`config.mk`:
```
export PLATFORM = sky130hd
export DESIGN_NAME = uart_frame_collector
export DESIGN_NICKNAME = d
export VERILOG_FILES = /design/src/rtl/uart_frame_collector.sv
export SDC_FILE = /design/constraint.sdc
export NUM_CORES = 1
export LEC_CHECK = 0
export ABC_AREA = 1
export BUFFER_PORTS_ARGS = -buffer_cell sky130_fd_sc_hd__buf_2
export CORE_UTILIZATION = 35
export DETAILED_ROUTE_END_ITERATION = 7
export GPL_ROUTABILITY_DRIVEN = 0
export PLACE_DENSITY = 0.59
export SYNTH_ARGS = -nofsm -noshare
export SYNTH_HDL_FRONTEND = slang
export SYNTH_SLANG_ARGS = --single-unit
```
`constraint.sdc`:
```
create_clock -name i_Clock -period 6.44 [get_ports i_Clock]
set_clock_uncertainty 0.2 [all_clocks]
set_input_delay 1.288 -clock i_Clock [delete_from_list [all_inputs] [get_ports i_Clock]]
set_output_delay 1.288 -clock i_Clock [all_outputs]
set_load 0.01 [all_outputs]
```
`src/rtl/uart_frame_collector.sv`:
```
// -----------------------------------------------------------------------------
// uart_frame_collector
//
// Sits behind uart_rx. It waits for a sync byte, captures a fixed-length
// payload of packed pixels, optionally checks a trailing mod-256 checksum, and
// then holds the frame for the OCR datapath. The datapath reads elements
// through a registered random-access port. A consume pulse re-arms the
// collector, so no reset is needed between images. Inter-byte timeouts and bad
// checksums drop the partial frame and return to hunting for sync.
//
// Ports
//   i_Clock        system clock
//   i_Rst_L        asynchronous, active-low reset
//   i_RX_DV        one-cycle byte-valid strobe from uart_rx
//   i_RX_Byte      received byte, valid with i_RX_DV
//   i_Consume      one-cycle pulse: datapath is done with the frame
//   i_Rd_Addr      element index to read
//   o_Rd_Data      element at i_Rd_Addr, zero-extended, one-cycle latency
//   o_Frame_Ready  level: a complete, verified frame is held
//   o_Busy         level: reception in progress (RECV or CHECK)
//   o_Frame_Err    pulse: checksum mismatch
//   o_Timeout      pulse: inter-byte timeout aborted the frame
//   o_Overrun      pulse: a byte arrived while READY and was dropped
//   o_Byte_Count   payload bytes received in the current frame
//   o_State        IDLE=0, RECV=1, CHECK=2, READY=3
// -----------------------------------------------------------------------------
module uart_frame_collector #(
    parameter int          NUM_ELEMS     = 784,
    parameter int          BITS_PER_ELEM = 1,
    parameter int          ELEM_WIDTH    = 32,
    parameter logic [7:0]  SYNC_BYTE     = 8'hA5,
    parameter bit          USE_CHECKSUM  = 1'b1,
    parameter int          TIMEOUT_CLKS  = 520900,
    localparam int PAYLOAD_BYTES = (NUM_ELEMS * BITS_PER_ELEM + 7) / 8,
    localparam int ADDR_W        = $clog2(NUM_ELEMS),
    localparam int CNT_W         = $clog2(PAYLOAD_BYTES + 1)
) (
    input  logic                  i_Clock,
    input  logic                  i_Rst_L,
    input  logic                  i_RX_DV,
    input  logic [7:0]            i_RX_Byte,
    input  logic                  i_Consume,
    input  logic [ADDR_W-1:0]     i_Rd_Addr,
    output logic [ELEM_WIDTH-1:0] o_Rd_Data,
    output logic                  o_Frame_Ready,
    output logic                  o_Busy,
    output logic                  o_Frame_Err,
    output logic                  o_Timeout,
    output logic                  o_Overrun,
    output logic [CNT_W-1:0]      o_Byte_Count,
    output logic [1:0]            o_State
);

    localparam int         BYTE_W    = (PAYLOAD_BYTES > 1) ? $clog2(PAYLOAD_BYTES) : 1;
    localparam int         TO_W      = (TIMEOUT_CLKS > 1) ? $clog2(TIMEOUT_CLKS) : 1;
    localparam int         OFF_W     = ADDR_W + 4;
    localparam logic [7:0] ELEM_MASK = 8'((1 << BITS_PER_ELEM) - 1);

    typedef enum logic [1:0] {
        IDLE  = 2'd0,
        RECV  = 2'd1,
        CHECK = 2'd2,
        READY = 2'd3
    } state_t;

    state_t                state_q, state_d;
    logic [CNT_W-1:0]      count_q, count_d;
    logic [7:0]            sum_q, sum_d;
    logic [TO_W-1:0]       to_cnt_q, to_cnt_d;
    logic                  err_d, timeout_d, overrun_d, wr_en;
    logic                  timeout_hit;
    logic                  frame_ready_q, busy_q, err_q, timeout_q, overrun_q;
    logic [ELEM_WIDTH-1:0] rd_data_q, rd_data_d;

    logic [7:0]            store_q [PAYLOAD_BYTES];
    logic [OFF_W-1:0]      bit_off;
    logic [7:0]            sel_byte;
    logic [7:0]            elem;

    // Next-state logic.
    always_comb begin
        // NOTE: every signal gets a default before the case so no path leaves
        // it unassigned, which would infer a latch.
        state_d   = state_q;
        count_d   = count_q;
        sum_d     = sum_q;
        err_d     = 1'b0;
        timeout_d = 1'b0;
        overrun_d = 1'b0;
        wr_en     = 1'b0;

        // A disabled timeout never fires; the counter just wraps harmlessly.
        timeout_hit = (TIMEOUT_CLKS != 0) && (to_cnt_q == TO_W'(TIMEOUT_CLKS - 1));

        // The gap counter restarts on every byte and only runs mid-frame.
        if (i_RX_DV || state_q == IDLE || state_q == READY) begin
            to_cnt_d = '0;
        end else begin
            to_cnt_d = to_cnt_q + 1'b1;
        end

        case (state_q)
            IDLE: begin
                if (i_RX_DV && i_RX_Byte == SYNC_BYTE) begin
                    state_d = RECV;
                    count_d = '0;
                    sum_d   = '0;
                end
            end
            RECV: begin
                // A byte arriving on the timeout cycle wins over the timeout.
                if (i_RX_DV) begin
                    wr_en   = 1'b1;
                    sum_d   = sum_q + i_RX_Byte;
                    count_d = count_q + 1'b1;
                    if (count_q == CNT_W'(PAYLOAD_BYTES - 1)) begin
                        state_d = USE_CHECKSUM ? CHECK : READY;
                    end
                end else if (timeout_hit) begin
                    state_d   = IDLE;
                    count_d   = '0;
                    timeout_d = 1'b1;
                end
            end
            CHECK: begin
                if (i_RX_DV) begin
                    if (i_RX_Byte == sum_q) begin
                        state_d = READY;
                    end else begin
                        state_d = IDLE;
                        count_d = '0;
                        err_d   = 1'b1;
                    end
                end else if (timeout_hit) begin
                    state_d   = IDLE;
                    count_d   = '0;
                    timeout_d = 1'b1;
                end
            end
            READY: begin
                // Any byte here is dropped, even one that coincides with
                // consume; it is never examined as a sync byte.
                overrun_d = i_RX_DV;
                if (i_Consume) begin
                    state_d = IDLE;
                    count_d = '0;
                end
            end
            default: state_d = IDLE;
        endcase
    end

    // Element extraction: elements never straddle a byte, so one byte select
    // plus a shift and mask is enough.
    always_comb begin
        bit_off   = OFF_W'(i_Rd_Addr) * OFF_W'(BITS_PER_ELEM);
        sel_byte  = store_q[BYTE_W'(bit_off >> 3)] >> bit_off[2:0];
        elem      = sel_byte & ELEM_MASK;
        rd_data_d = '0;
        if (frame_ready_q && (int'(i_Rd_Addr) < NUM_ELEMS)) begin
            rd_data_d = ELEM_WIDTH'(elem);
        end
    end

    // Control registers. Flags are driven from the next state so they change
    // on the same edge as o_State.
    always_ff @(posedge i_Clock or negedge i_Rst_L) begin
        if (!i_Rst_L) begin
            // NOTE: sequential state uses non-blocking assignments so every
            // register samples the pre-edge values of the others.
            state_q       <= IDLE;
            count_q       <= '0;
            sum_q         <= '0;
            to_cnt_q      <= '0;
            frame_ready_q <= 1'b0;
            busy_q        <= 1'b0;
            err_q         <= 1'b0;
            timeout_q     <= 1'b0;
            overrun_q     <= 1'b0;
            rd_data_q     <= '0;
        end else begin
            state_q       <= state_d;
            count_q       <= count_d;
            sum_q         <= sum_d;
            to_cnt_q      <= to_cnt_d;
            frame_ready_q <= (state_d == READY);
            busy_q        <= (state_d == RECV) || (state_d == CHECK);
            err_q         <= err_d;
            timeout_q     <= timeout_d;
            overrun_q     <= overrun_d;
            rd_data_q     <= rd_data_d;
        end
    end

    // NOTE: the payload store has no reset; reads are gated by the ready flag,
    // so stale contents are never visible and the array can map to RAM.
    always_ff @(posedge i_Clock) begin
        if (wr_en) begin
            store_q[BYTE_W'(count_q)] <= i_RX_Byte;
        end
    end

    assign o_Rd_Data     = rd_data_q;
    assign o_Frame_Ready = frame_ready_q;
    assign o_Busy        = busy_q;
    assign o_Frame_Err   = err_q;
    assign o_Timeout     = timeout_q;
    assign o_Overrun     = overrun_q;
    assign o_Byte_Count  = count_q;
    assign o_State       = state_q;

endmodule

```
==> flow_summary.yaml, run 1 <==
worst_setup_path:
  r2r-end: "store_q[78][1]"
  reg2regPathDepth: 7
  path_max_fanout: 14
  cp-start-kind: "flip-flop"
  worstPathArrival_ns: 4.11
  required_ns: 6.51
  end_kind: "flip-flop"
  rr_startpoint: "o_State[1]"
  critPathKind: "flip-flop to flip-flop"
  r2r_slack_ns: 2.40
routing:
  routed_via_density: 5.06
  ant_nets: 0
  wl_mm: 97.5
  drtPass1Iterations: 5
  drt_iter0_drc: 2398
  vias: 23700
  drc_errors: 0
  avgRoutedWirePerCell_um: 20.8
cts:
  cts_tree: "done"
  cts_buffers: 89
  post-cts-setup-buffers: 0
  cts_resized: 0
  clock_latency_ns: 0.66
  htree_levels: 3
  cts_buffer_depth: 3
  cts_hold_buf: 0
  clkTransAtPathRegs_ns: 0.06
  root_buffer: "clkbuf_16"
  clock_sinks: 826
global_routing:
  busiest_layer: "met2"
  grtUsageMet1_pct: 26.7
  grt_max_degree: 189
  grt_pass1_vias: 22100
  grt_first_pass_wirelength_mm: 144
  antenna_found_initial: 1
  grt_usage_pct: 18.9
  grtUsageMet2_pct: 30.0
  grt_overflow: 0
  use_met3_pct: 2.79
floorplanning:
  start_util_pct: 35.3
  core_sq_mm: 0.100
  die_h_um: 320
  chipWidth_um: 320
  ios: 68
  die_area_sq_mm: 0.102
  rows: 116
run_status:
  status: "completed"
yosys:
  syn_area_per_cell_sq_um: 10.7
  synth_ff_type: "edfxtp_1"
  netlist_top_cells_area: "edfxtp_1, nand2_1, nand3_1, dfrtp_1, nor2_1"
  synth_most_common_cell: "nand2_1"
  synth_commonest_cells: "nand2_1, edfxtp_1, nand3_1, nor2_1, inv_1"
  synth_cells: 3300
  synth_top_area_cell: "edfxtp_1"
  synth_edf_count: 784
  yosys.cell_types.count: 44
  ys_ff_latch: 826
  synth_top_area_share_pct: 66.7
  synthesis.area_sq_mm: 0.0353
  yosys_warnings: 0
  synthArstFlopShare_pct: 5.08
  ys_seq_area_share_pct: 69.6
timing:
  worstMarginPinSlew_ns: 1.28
  slew_headroom_pct: 14.6
  fmax_mhz: 248
  period_needed_ns: 4.04
  drv_slew: 0
  rsz0062_at_grt: "no"
  setup_viol: 0
  fin_tns_setup_ns: 0
  finalCritPeriodShare_pct: 62.7
  hold_violations: 0
cells_and_area:
  multi_input_area_sq_mm: 0.00898
  area.sequential_sq_mm: 0.0246
  drive_gt1_share_pct: 6.50
  fill_cells: 9574
  fin_nets: 3349
  stdcell_area_sq_mm: 0.0394
  antenna_cells: 0
  areaGrowthSynthToFinish_pct: 11.4
min_path:
  holdCritPathClass: "flip-flop to flip-flop"
  hold_path_end: "to_cnt_q[0]"
  hold_depth: 1
  worstHoldStart: "to_cnt_q[0]"
power:
  power_density_mw_per_mm2: 302
  leakagePower_nw: 15.0
  vdd_drop_max_mv: 0.234
place:
  place_area_sq_mm: 0.0366
  io_buffers: 36
  hpwl_mm: 57.1
job:
  maxCapViolCount: 0
==> layer usage <==
metal  up-vias  part of all wire, %
li1      11100                    -
met1     11500                   43
met2       968                   46
met3       157                  7.6
met4         0                  2.6
met5         -                    0
==> registers in the layout, indices dropped and copies added (netlist names) <==
| name | count |
|---|---|
| o_Rd_Data | 1 |
| o_Frame_Err | 1 |
| sum_q | 8 |
| store_q | 784 |
| o_State | 2 |
| o_Frame_Ready | 1 |
| o_Overrun | 1 |
| to_cnt_q | 19 |
| o_Byte_Count | 7 |
| o_Timeout | 1 |
| o_Busy | 1 |
==> stage by stage <==
stage	total power, W	setup WS, ns	util [%]	std cells	hold WS, ns
after floorplan	0.00669	3.32	-	3330	0.233
after global placement	0.00706	1.80	36.6	4518	0.248
after detailed placement	0.00706	1.80	36.6	4518	0.254
after CTS	0.0120	2.43	39.4	4683	0.262
after global routing	0.0122	2.18	39.4	4683	0.289
final	0.0119	2.40	39.4	4683	0.262
==> layout by cell type, fill, tap and decap left out, types with 3 or more instances in the layout <==
cell type	Yosys	layout
a211oi_1	3	3
a21oi_1	93	93
buf_12	1	5
buf_2	86	25
buf_4	57	55
bufinv_16	0	5
clkbuf_1	32	23
clkbuf_16	0	89
clkinv_1	5	24
clkinv_2	0	17
clkinv_8	0	3
clkinvlp_4	0	4
conb_1	1	31
dfrtp_1	42	42
edfxtp_1	784	784
ha_1	15	15
inv_1	179	178
nand2_1	1209	1209
nand3_1	350	350
nand4_1	12	12
nor2_1	276	276
nor3_1	18	18
nor4_1	7	7
o211ai_1	6	6
o21ai_0	59	59
o21ai_1	4	4
o22ai_1	11	11
o32ai_1	4	4
or2_2	4	4
xor2_1	3	3
==> cells by family (layout without fill, tap and decap cells) <==
| kind of cell | Yosys count | count (layout) | share of synthesized area [%] |
|---|---|---|---|
| adder cells (fa/ha/maj) | 16 | 16 | 0.588 |
| XOR/XNOR | 5 | 5 | 0.124 |
| other | 1 | 31 | 0.0106 |
| flip-flops | 826 | 826 | 69.6 |
| AO/OA/AOI/OAI | 186 | 186 | 2.82 |
| buffers and inverters | 383 | 438 | 5.28 |
| AND/OR/NAND/NOR | 1883 | 1883 | 21.5 |
==> final cells by class <==
cell class	instances	share of cell area (%)
Sequential cell	826	62.5
Multi-Input combinational cell	2121	22.8
Clock buffer	112	5.88
Tap cell	1298	4.13
Inverter	187	1.82
Timing Repair Buffer	86	1.66
Clock inverter	53	1.21
==> worst max path at each step <==
stage,endpoint,slack [ns],cells past startpoint,start
final,store_q[78][1],2.40,7,o_State[1]
after global placement,store_q[78][6],1.80,6,i_RX_DV
after CTS,store_q[78][1],2.43,7,o_State[1]
after detailed placement,store_q[78][6],1.80,6,i_RX_DV
after floorplan,store_q[48][0],3.32,4,i_RX_DV
after global routing,store_q[78][1],2.18,7,o_State[1]
==> report_power, final <==
group	total (W)	switching, W	internal, W
clock	0.00493	0.00216	0.00277
combinational	0.000982	0.000734	0.000248
sequential	0.00597	0.0000389	0.00594
==> critical path, stage by stage (launching register included) <==
cell	delay [ns]
dfrtp_1	0.42
inv_1	0.15
ha_1	0.33
nand2_1	0.14
inv_1	0.34
nand4_1	0.87
buf_4	0.51
nor2_1	0.67
Power figures use the tool's default switching activity.
==> inputs of run 2 (changes only) <==
- clock period: 6.44 -> 4.1 ns (I/O delays scaled with it)
==> run 2 against run 1 <==
Against the previous run: global-route usage rose by 0.34 points; utilization rose by 0.39 points; wire length rose by 1.0%; critical endpoint is now store_q[85][5]; largest cell class unchanged; highest routed layer unchanged.
==> flow_summary.yaml, run 2 (synthesized netlist as in run 1, its figures left out) <==
run_status:
  status: "completed"
worst_setup_path:
  critPathMaxStageDelay_ns: 0.70
  required_ns: 4.16
  critPathSlowestCell: "nor2_1"
  startpoint: "o_State[1]"
  path_max_fanout: 11
  rr_startpoint: "o_State[1]"
  cp-start-kind: "flip-flop"
  end_kind: "flip-flop"
  critPathTopFamily: "simple AND/OR/NAND/NOR gates"
  critPathKind: "flip-flop to flip-flop"
  worstPathArrival_ns: 3.19
  timing.critical_path.cells: "inv_1, ha_1, nand2_1, inv_1, buf_4, nand4_1, buf_4, nor2_1"
  critPathBufInv: 4
timing:
  rsz0062_at_grt: "no"
  setup_viol: 0
  drv_slew: 0
  fin_tns_setup_ns: 0
  finalCritPeriodShare_pct: 76.4
  period_needed_ns: 3.13
  slew_headroom_pct: 27.7
  hold_violations: 0
  fmax_mhz: 319
  worstMarginPinSlew_ns: 1.08
cts:
  cts_hold_buf: 1
  cts_buffers: 86
  clkTransAtPathRegs_ns: 0.06
  root_buffer: "clkbuf_16"
  post-cts-setup-buffers: 0
  clock_latency_ns: 0.64
  clock_sinks: 826
  cts_resized: 0
  cts_tree: "done"
  htree_levels: 3
  cts_buffer_depth: 3
routing:
  wl_mm: 98.5
  vias: 24000
  drt_iter0_drc: 2387
  routed_via_density: 5.08
  avgRoutedWirePerCell_um: 20.8
  drc_errors: 0
  ant_nets: 0
  drtPass1Iterations: 5
min_path:
  holdCritPathClass: "flip-flop to flip-flop"
  worstHoldStart: "to_cnt_q[0]"
global_routing:
  grt_overflow: 0
  antenna_found_initial: 3
  grt_first_pass_wirelength_mm: 148
  grt_usage_pct: 19.2
  grt_pass1_vias: 22800
  grt_max_degree: 167
floorplanning:
  die_area_sq_mm: 0.102
  start_util_pct: 35.3
  ios: 68
  core_sq_mm: 0.100
  rows: 116
  die_h_um: 320
  chipWidth_um: 320
cells_and_area:
  reg.largest.list: "store_q (784), to_cnt_q (19), sum_q (8)"
  areaGrowthSynthToFinish_pct: 12.5
  largest_reg_flops: 784
  final_cell_mix: "nand2_1, edfxtp_1, nand3_1"
  drive_gt1_share_pct: 7.71
  fin_nets: 3397
  top_register: "store_q"
  final_common_cell: "nand2_1"
  final_util_pct: 39.7
power:
  vdd_drop_max_mv: 0.301
  power_density_mw_per_mm2: 463
  leakagePower_nw: 15.2
place:
  hpwl_mm: 60.2
  io_buffers: 36
job:
  maxCapViolCount: 0
==> run 2: cell types whose count changed in the layout (fill, tap and decap cells not counted), sizes merged, moves of 2 or more <==
cell      previous run  this run
buf                 86       136
clkinv              47        44
clkbuf             112       108
clkinvlp             4         0
diode                0         2
==> run 2: path summary, 6_finish.rpt <==
kind                                   to  slack [ns]  depth (start not counted)
setup / recovery           store_q[85][5]        0.97                          8
hold / removal                to_cnt_q[0]        0.26                          1
setup reg to reg           store_q[85][5]        0.97                          8
hold reg to reg               to_cnt_q[0]        0.26                          1
max in group asynchronous        sum_q[3]        2.46                          3
min in group asynchronous    o_Rd_Data[0]        0.50                          2
==> run 2: layout make-up <==
type                       instances  area [sq um]
fill                            9531         60300
multi-input combinational       2121          8980
antenna                            2          5.00
timing repair buffer             137          1180
clock inverter                    45           383
inverter                         187           717
clock buffer                     108          2270
sequential                       826         24600
tap                             1298          1620
==> run 2: routing by layer <==
layer | vias to the layer above | track usage, % | share of wire, %
li1 | 11200 | - | -
met1 | 11700 | 27.5 | 44
met2 | 986 | 30.0 | 46
met3 | 152 | 2.98 | 7.9
met4 | 0 | 5.72 | 2.7
met5 | - | 0 | 0
==> run 2: metrics by stage <==
step | setup slack, ns | hold slack (ns) | cell area, sq um | cells | power (W)
final | 0.969 | 0.262 | 39700 | 4724 | 0.0184
after global routing | 0.798 | 0.282 | 39700 | 4723 | 0.0190
after CTS | 0.972 | 0.264 | 39700 | 4722 | 0.0185
after detailed placement | 0.575 | 0.257 | 37100 | 4568 | 0.0111
after global placement | 0.608 | 0.246 | 37100 | 4568 | 0.0111
after floorplan | 1.41 | 0.233 | 35400 | 3330 | 0.0105
==> run 2: where the power goes <==
group	switching (W)	internal [W]	total (W)	leakage (nW)
logic	0.00116	0.000427	0.00159	6.28
registers	0.0000632	0.00932	0.00939	7.62
clock network	0.00325	0.00418	0.00744	1.30
